$ cat src/rtl/sha2_pkg.sv
// Shared constants and state encoding for the SHA-2 block unpacker.
package sha2_pkg;
  localparam int REG_W   = 64;
  localparam int REG_CNT = 8;
  localparam int DEC_W   = 3;
  localparam int BLK_W   = REG_W * REG_CNT;

  localparam logic [63:0] SHA2_PAD_WORD = 64'h8000_0000_0000_0000;

  typedef enum logic [1:0] {
    IDLE = 2'd0,
    CHK  = 2'd1,
    SEND = 2'd2
  } state_t;
endpackage

$ cat src/rtl/sha2_pad_chk.sv
// Combinational padding/length checker for the final block of a message.
module sha2_pad_chk
  import sha2_pkg::*;
#(
  parameter int reg_w   = REG_W,
  parameter int reg_cnt = REG_CNT,
  parameter int dec_w   = DEC_W
) (
  input  logic [reg_cnt*reg_w-1:0] blk,
  input  logic [reg_w-1:0]         bit_cnt,
  output logic                     ok,
  output logic [dec_w-1:0]         p
);
  localparam int LW = $clog2(reg_w);

  logic [reg_w-1:0] len;
  logic [reg_w-1:0] word;

  always_comb begin
    len  = blk[(reg_cnt-1)*reg_w +: reg_w];
    p    = len[LW +: dec_w];
    ok   = (len[LW-1:0] == '0) && (p <= dec_w'(reg_cnt-2));
    word = '0;
    // Words below p are payload; p holds the pad marker; the rest up to the length word is zero fill.
    for (int i = 0; i < reg_cnt-1; i++) begin
      word = blk[i*reg_w +: reg_w];
      if (i == int'(p) && word != SHA2_PAD_WORD) ok = 1'b0;
      if (i > int'(p) && word != '0) ok = 1'b0;
    end
    if (len != bit_cnt + (reg_w'(p) << LW)) ok = 1'b0;
  end
endmodule

$ cat src/rtl/sha2_blk_unpack.sv
// Unpacks 512-bit blocks into 64-bit packets, stripping and validating padding on the final block.
module sha2_blk_unpack
  import sha2_pkg::*;
#(
  parameter int reg_w   = REG_W,
  parameter int reg_cnt = REG_CNT,
  parameter int dec_w   = DEC_W
) (
  input  logic                     clk,
  input  logic                     rst,
  input  logic [reg_cnt*reg_w-1:0] blk,
  input  logic                     blk_vld,
  input  logic                     blk_last,
  output logic                     blk_rdy,
  output logic [reg_w-1:0]         pkt,
  output logic                     pkt_vld,
  input  logic                     pkt_rdy,
  output logic [dec_w-1:0]         idx,
  output logic                     msg_done,
  output logic                     len_err,
  output state_t                   fsm_state,
  output logic [reg_w-1:0]         bit_cnt
);
  // Handshakes: a transfer happens on a rising edge where valid & ready are both 1;
  // once raised, valid and its data hold until that edge, and ready never depends on valid.
  localparam int PW = dec_w + 1;

  state_t                   state_d;
  logic [reg_cnt*reg_w-1:0] shadow, shadow_d;
  logic                     last_q, last_d;
  logic [reg_w-1:0]         pkt_d, cnt_d;
  logic                     vld_d, done_d, err_d;
  logic [dec_w-1:0]         idx_d, idx_nxt;
  logic [PW-1:0]            p_q, p_d;
  logic                     chk_ok;
  logic [dec_w-1:0]         chk_p;

  sha2_pad_chk #(.reg_w(reg_w), .reg_cnt(reg_cnt), .dec_w(dec_w)) u_chk (
    .blk     (shadow),
    .bit_cnt (bit_cnt),
    .ok      (chk_ok),
    .p       (chk_p)
  );

  assign blk_rdy = (fsm_state == IDLE) && !rst;
  assign idx_nxt = idx + 1'b1;

  always_comb begin
    state_d  = fsm_state;
    shadow_d = shadow;
    last_d   = last_q;
    pkt_d    = pkt;
    vld_d    = pkt_vld;
    idx_d    = idx;
    done_d   = 1'b0;
    err_d    = 1'b0;
    cnt_d    = bit_cnt;
    p_d      = p_q;
    case (fsm_state)
      IDLE: begin
        idx_d = '0;
        if (blk_vld) begin
          shadow_d = blk;
          last_d   = blk_last;
          state_d  = CHK;
        end
      end
      CHK: begin
        if (!last_q || (chk_ok && chk_p != '0)) begin
          p_d     = last_q ? {1'b0, chk_p} : PW'(reg_cnt);
          vld_d   = 1'b1;
          pkt_d   = shadow[0 +: reg_w];
          idx_d   = '0;
          state_d = SEND;
        end else begin
          done_d  = chk_ok;
          err_d   = !chk_ok;
          cnt_d   = '0;
          state_d = IDLE;
        end
      end
      SEND: begin
        if (pkt_rdy) begin
          cnt_d = bit_cnt + reg_w'(reg_w);
          if ({1'b0, idx} == p_q - PW'(1)) begin
            vld_d   = 1'b0;
            idx_d   = '0;
            state_d = IDLE;
            if (last_q) begin
              done_d = 1'b1;
              cnt_d  = '0;
            end
          end else begin
            idx_d = idx_nxt;
            pkt_d = shadow[idx_nxt*reg_w +: reg_w];
          end
        end
      end
      default: state_d = IDLE;
    endcase
  end

  always_ff @(posedge clk) begin
    if (rst) begin
      fsm_state <= IDLE;
      shadow    <= '0;
      last_q    <= 1'b0;
      pkt       <= '0;
      pkt_vld   <= 1'b0;
      idx       <= '0;
      msg_done  <= 1'b0;
      len_err   <= 1'b0;
      bit_cnt   <= '0;
      p_q       <= '0;
    end else begin
      fsm_state <= state_d;
      shadow    <= shadow_d;
      last_q    <= last_d;
      pkt       <= pkt_d;
      pkt_vld   <= vld_d;
      idx       <= idx_d;
      msg_done  <= done_d;
      len_err   <= err_d;
      bit_cnt   <= cnt_d;
      p_q       <= p_d;
    end
  end
endmodule

$ cat config.mk
export PLATFORM = sky130hd
export DESIGN_NAME = sha2_blk_unpack
export DESIGN_NICKNAME = d
export VERILOG_FILES = /design/src/rtl/sha2_pkg.sv /design/src/rtl/sha2_pad_chk.sv /design/src/rtl/sha2_blk_unpack.sv
export SDC_FILE = /design/constraint.sdc
export NUM_CORES = 2
export LEC_CHECK = 0
export ABC_AREA = 1
export CORE_MARGIN = 1
export CORE_UTILIZATION = 53
export CTS_CLUSTER_SIZE = 24
export DETAILED_ROUTE_END_ITERATION = 12
export PLACE_DENSITY = 0.82
export SYNTH_ARGS = -nofsm -noshare
export SYNTH_HDL_FRONTEND = slang
export SYNTH_SLANG_ARGS = --single-unit
$ cat constraint.sdc
create_clock -name clk -period 4.2 [get_ports clk]
set_input_delay 0.63 -clock clk [delete_from_list [all_inputs] [get_ports clk]]
set_output_delay 0.63 -clock clk [all_outputs]
set_load 0.005 [all_outputs]
# Yosys cells after proc, flatten, opt, wreduce, memory -nomap -nowiden
# Index checks and enable logic that the tools add are counted.
word_totals:
  reg_bits: 653
  latchBits: 0
  mem_bits_rw: 0
  rom_bits: 0
  inputBits: 517
  out_inout_bits: 137
  elab_cells: 128
  memories: 0
op_classes:
  addsub: 4
  n_mul: 0
  n_div: 0
  magnitude_cmp: 7
  n_eq_ne: 23
  n_shift: 1
  mux: 42
  bitwise_logic: 1
  reduce_logical: 40
ops:
  columns: ["op", "n"]
  rows:
  - ["$shiftx A512 B10 Y64", 1]
  - ["$mux W64", 7]
  - ["$ne A64 B64 Y1 const B", 7]
  - ["$reduce_bool A64 Y1", 6]
  - ["$pmux W64 S2", 2]
  - ["$add A64 B7 Y64 const B", 1]
  - ["$add A64 B9 Y64", 1]
  - ["$ne A64 B64 Y1", 1]
  - ["$mux W1", 21]
  - ["$logic_and A1 B1 Y1", 16]
  - ["$eq A3 B3 Y1 const A", 4]
  - ["$ne A2 B2 Y1 const B", 6]
  - ["$gt A3 B3 Y1 const A", 3]
  - ["$mux W3", 3]
  - ["$pmux W3 S3", 1]
  - ["$reduce_and A3 Y1", 3]
  - ["$mux W2", 4]
  - ["$reduce_and A4 Y1", 2]
  - ["$eq A2 B3 Y1 const A", 2]
  - ["$gt A2 B3 Y1 const A", 2]
  - ["$logic_not A6 Y1", 1]
  - ["$pmux W2 S3", 1]
  - ["$reduce_bool A3 Y1", 2]
  - ["$eq A3 B4 Y1", 1]
  - ["16 further kinds", 20]

# Depth between registers and ports, before layout
logic_depth:
  word_depth: 20
  mapped_depth: 27
  depth_no_buf: 25

# Cells and area by module
# Synthesis repeated with hierarchy kept, for this count alone.
unflattened:
  hier_cells: 5366
  area_unflattened_um2: 34190.3
by_module_without_submodules:
  columns: ["module", "instances", "cells_per_inst", "area_per_inst_um2", "seq_area_each_um2"]
  rows:
  - ["sha2_blk_unpack", 1, 4285, 29389.4, 12952.4]
  - ["sha2_pad_chk", 1, 1081, 4800.9, 0.0]

# Worst setup path after synthesis
# OpenSTA, ideal clock, no wires.
synth_timing:
  path_type: "flip-flop to flip-flop"
  from: "register shadow[455]"
  to: "register bit_cnt[57]"
  setup_ps: 66
  arrival_time_ps: 3180
  t_required_ps: 4134
  slack_ps: 954
  path_stages_with_launch: 25
  n_path_buf: 3
  period_less_slack_ps: 3246
  cell_sequence: "dfxtp_1 > clkbuf_1 > inv_1 > fa_1 > inv_1 > nand3_1 > nand2_2 > nand2_1 > nor2_2 > nand2_1 > nor2_1 > nand2_1 > nand2_1 > nor2_1 > nor3_1 > nand2_1 > nor2_2 > nand3_2 > nand2_2 > nand2_4 > nand2_4 > buf_8 > buf_8 > nand2_2 > a21oi_2"
synth_between:
  elab_chain_cells: 20
  elab_cells_between_ends: 49
  classes_between: "add/sub (1); order compare (7); eq/ne (8); mux (14); reduce/logical (19)"
synth_rtl:
  columns: ["item", "line_no", "rtl"]
  rows:
  - ["start: declaration", "sha2_blk_unpack.sv:29", "logic [reg_cnt*reg_w-1:0] shadow, shadow_d;"]
  - ["start signal: assignment", "sha2_blk_unpack.sv:117", "shadow <= shadow_d;"]
  - ["$le A3 B3 Y1 / $logic_not A3 Y1 (equally long branches)", "sha2_pad_chk.sv:22, sha2_pad_chk.sv:27", null]
  - ["$logic_and A1 B1 Y1 (on tied branches)", "sha2_pad_chk.sv:22, sha2_pad_chk.sv:27", null]
  - ["$mux W1 (2 in series)", "sha2_pad_chk.sv:27", "if (i == int'(p) && word != SHA2_PAD_WORD) ok = 1'b0;"]
  - ["$mux W1", "sha2_pad_chk.sv:28", "if (i > int'(p) && word != '0) ok = 1'b0;"]
  - ["$mux W1", "sha2_pad_chk.sv:27", null]
  - ["$mux W1", "sha2_pad_chk.sv:28", null]
  - ["$mux W1", "sha2_pad_chk.sv:27", null]
  - ["$mux W1", "sha2_pad_chk.sv:28", null]
  - ["[3 not listed]", null, null]
  - ["$mux W1", "sha2_pad_chk.sv:28", null]
  - ["$mux W1", "sha2_pad_chk.sv:27", null]
  - ["$mux W1", "sha2_pad_chk.sv:28", null]
  - ["$mux W1", "sha2_pad_chk.sv:30", "if (len != bit_cnt + (reg_w'(p) << LW)) ok = 1'b0;"]
  - ["$logic_and A1 B1 Y1 (*)", "sha2_blk_unpack.sv:69", "if (!last_q || (chk_ok && chk_p != '0)) begin"]
  - ["$logic_or A1 B1 Y1 (*)", "sha2_blk_unpack.sv:69", null]
  - ["$ne A2 B2 Y1 (no source line) (*)", null, null]
  - ["$reduce_and A3 Y1 (no source line) (*)", null, null]
  - ["end signal: assignment", "sha2_blk_unpack.sv:124", "bit_cnt <= cnt_d;"]
  - ["end: declaration", "sha2_blk_unpack.sv:22", "output logic [reg_w-1:0] bit_cnt"]
# Mark *: on every way between the ends. The rest lies on a longest branch, timed or not.
# A chain may end at the register's enable or synchronous reset.

# Final worst setup path
layout_timing:
  from: "register bit_cnt[6]"
  to: "register bit_cnt[22]"
layout_between:
  elab_chain_cells: 7
  elab_cells_between_ends: 12
  classes_between: "add/sub (2); eq/ne (2); mux (5); reduce/logical (3)"
layout_rtl:
  columns: ["item", "line_no"]
  rows:
  - ["$add A64 B9 Y64", "sha2_pad_chk.sv:30"]
  - ["$ne A64 B64 Y1", "sha2_pad_chk.sv:30"]
  - ["$mux W1", "sha2_pad_chk.sv:30"]
  - ["$logic_and A1 B1 Y1", "sha2_blk_unpack.sv:69"]
  - ["$logic_or A1 B1 Y1", "sha2_blk_unpack.sv:69"]
  - ["$ne A2 B2 Y1 (no source line)", null]
  - ["$reduce_and A3 Y1 (no source line)", null]
# Parallel ways exist; a longest one is shown, timed or not. The select of a mux whose other input is x is not followed.

==> results.toml <==
[run_status]
outcome = "completed"

[logic_synthesis]
synthArstFlopShare_pct = 0
ys_seq_area_share_pct = 38.8
synth-main-ff-cell = "dfxtp_1"
synthCells = 5000
ys_seq_elements = 647
synth_edf_count = 0
syn_area_per_cell_um2 = 6.68
syn_area_um2 = 33400
synth_warnings = 0
synth_cell_types = 42

[worst_setup_path]
cp_num_cells = 22
cp.required_ns = 4.75
path_class = "reg -> reg"
r2r_setup_slack_ns = 0.38
ff2ff_path_depth = 22
cp_common_cell = "nand2_1"
startpoint_type = "flip-flop"
cp_num_buf_inv = 3
crit_arrival_ns = 4.37
worst_path_largest_cell_delay_ns = 0.46
slowest_stage = "dfxtp_1"
end_kind = "flip-flop"
crit_fanout = 13
path_cells = "ha_1 -> inv_1 -> fa_1 -> inv_1 -> nand3_1 -> nand2_2 -> nand2_2 -> nand2_1 -> a21o_1 -> nand4_1 -> nor2_1 -> nand2_1 -> nor2_1 -> nand2_1 -> nor2_2 -> nand3_2 -> nand2_2 -> nand2_4 -> nand2_8 -> buf_4 -> nand2_1 -> a21oi_1"
critical_path.top_delay_family = "simple AND/OR/NAND/NOR gates"

[clocking]
ctsResizeCount = 0
cts_setup_buffers = 0
clk_pin_slew_ns = 0.06
clock-sinks = 647
cts_root_buf = "clkbuf_16"
htree_levels = 3
clockBufferDepth = 3
cts_tree = "yes"
hold_buffers = 0
cts_buffers = 68
worstSkewPairLatency_ns = 0.63

[global_route]
first_global_vias = 34370
grt_max_degree = 269
antenna_found_initial = 15
track_usage_pct = 45.8
overflow = 0
grt_pass1_wl_mm = 218

[timing]
tightest_slew_ns = 1.21
setup_tns_ns = 0
min_period_ns = 3.82
relSlewSlack_pct = 19.6
skew_ns = 0.0216
rsz0062_at_grt = "false"
drv_slew = 0
finalCritPeriodShare_pct = 91.0
holdWs_ns = 0.462
setup_viol = 0
postLayoutSetupSlackWorst_ns = 0.379
hold_viol_final = 0
timing.fmax_ghz = 0.262

[detailed_routing]
firstDrtPassIters = 7
via_count = 38179
antenna_left = 0
drt_iter0_markers = 5280
vias_per_cell = 6.04
drc = 0
drt-total-wl_mm = 151
wire_per_inst_um = 23.9

[floorplan]
die-height_um = 253
start_util_pct = 53.9
die_w_um = 253
core-area_um2 = 62100
boundaryPins = 654
die_area_um2 = 64100
rows = 91

[finish]
nNetsFinal = 5953
stdcell_area_um2 = 42600
drive_gt1_share_pct = 4.82
syn_to_final_growth_pct = 27.5
final_core_util_pct = 68.7
fin_cells = 6321
final_cell_mix = "874 x o21ai_0, 827 x nor2_1, 646 x clkdlybuf4s50_1"
layout_commonest_cell = "o21ai_0"

[pwr]
p_per_area_nw_per_um2 = 656
p_leak_nw = 15.5
p_sw_mw = 12.7
power_frac_comb_pct = 44.9
irDropWorstVdd_mv = 0.832
power_mw = 27.9
p_sw_share_pct = 45.5
seqPwrFrac_pct = 32.6
p_int_mw = 15.2
p_clk_share_pct = 22.4

[min_path]
min_path_cells = 2
hold_class = "reg -> reg"

[placed_design]
dp_hpwl_mm = 115
dpl-instance-area_um2 = 40300
place_ws_ns = 0.416
io_buffers = 647
gp_congestion = 1.07
place_inst = 6192

[flow_run]
drv_cap = 0
cells in the mapped netlist (2+ instances only):
| library cell | count | area [µm²] |
|---|---|---|
| nor2_2 | 12 | 75.1 |
| o21ai_0 | 874 | 4370 |
| nor3_1 | 20 | 100 |
| a21o_1 | 7 | 52.6 |
| nand3b_1 | 12 | 90.1 |
| buf_8 | 2 | 30.0 |
| nand2_2 | 25 | 156 |
| o21ai_1 | 2 | 10.0 |
| nor2_4 | 6 | 67.6 |
| clkinv_1 | 3 | 11.3 |
| buf_2 | 13 | 65.1 |
| a21oi_1 | 572 | 2860 |
| a21oi_2 | 20 | 175 |
| a211oi_1 | 53 | 398 |
| ha_1 | 10 | 125 |
| clkbuf_1 | 319 | 1200 |
| xor2_1 | 58 | 508 |
| and2_1 | 3 | 18.8 |
| nand2_1 | 541 | 2030 |
| nand2_4 | 4 | 45.0 |
| inv_1 | 405 | 1520 |
| nand4_1 | 74 | 463 |
| inv_2 | 4 | 15.0 |
| o211ai_1 | 115 | 863 |
| clkbuf_4 | 2 | 15.0 |
| buf_1 | 17 | 63.8 |
| nor2_1 | 828 | 3110 |
| xnor2_1 | 41 | 359 |
| nand3_1 | 282 | 1410 |
| dfxtp_1 | 647 | 13000 |
| buf_4 | 12 | 90.1 |
| o21bai_1 | 7 | 52.6 |
logic make-up after synthesis:
| logic type | synth area share [%] |
|---|---|
| XOR/XNOR | 2.59 |
| buffers and inverters | 9.06 |
| adder cells (fa/ha/maj) | 0.434 |
| other | 0.0112 |
| flip-flops | 38.8 |
| AO/OA/AOI/OAI | 26.4 |
| AND/OR/NAND/NOR | 22.8 |
worst min-delay path: cells and delay by family, from the launching register on:
family	cells	cell delay (ns)
AND/OR/NAND/NOR	1	0.06
AO/OA/AOI/OAI	1	0.05
flip-flops	1	0.31
path summary, 6_finish.rpt:
path                                              start                       end
worst max register to register  bit_cnt[6]$_SDFFE_PP0P_  bit_cnt[22]$_SDFFE_PP0P_
worst min register to register     pkt[10]$_SDFFE_PP0P_      pkt[10]$_SDFFE_PP0P_
worst max-delay path            bit_cnt[6]$_SDFFE_PP0P_  bit_cnt[22]$_SDFFE_PP0P_
worst min-delay path               pkt[10]$_SDFFE_PP0P_      pkt[10]$_SDFFE_PP0P_
sequential cells by signal, summed over array words and instances, names as in the netlist, 2 cells and up:
name       flops
pkt           64
p_q            4
shadow       512
idx            3
fsm_state      2
bit_cnt       58
cell type report:
| cell class | instances | area, µm² |
|---|---|---|
| diodes | 9 | 22.5 |
| repair buffers | 716 | 7200 |
| flip-flops and latches | 647 | 13000 |
| fillers | 5391 | 19500 |
| inverters | 412 | 1560 |
| clock buffers | 97 | 1940 |
| multi-input cells | 3580 | 17600 |
| well taps | 837 | 1050 |
| clock inverters | 23 | 327 |
per-layer routing:
metal / routed length (µm) / GRT usage, %
met5: 99 / 0
met1: 57400 / 58.8
met4: 11500 / 30.6
met3: 18000 / 11.4
met2: 64200 / 68.0
power groups by stage:
stage	combinational, mW	clock [mW]	sequential, mW
after floorplan	7.88	0	8.54
after global placement	11.8	0	9.08
after detailed placement	12.0	0	9.12
after CTS	12.1	6.24	9.01
after global routing	13.5	6.48	9.21
final	12.6	6.26	9.12
(Power assumes the default switching activity.)
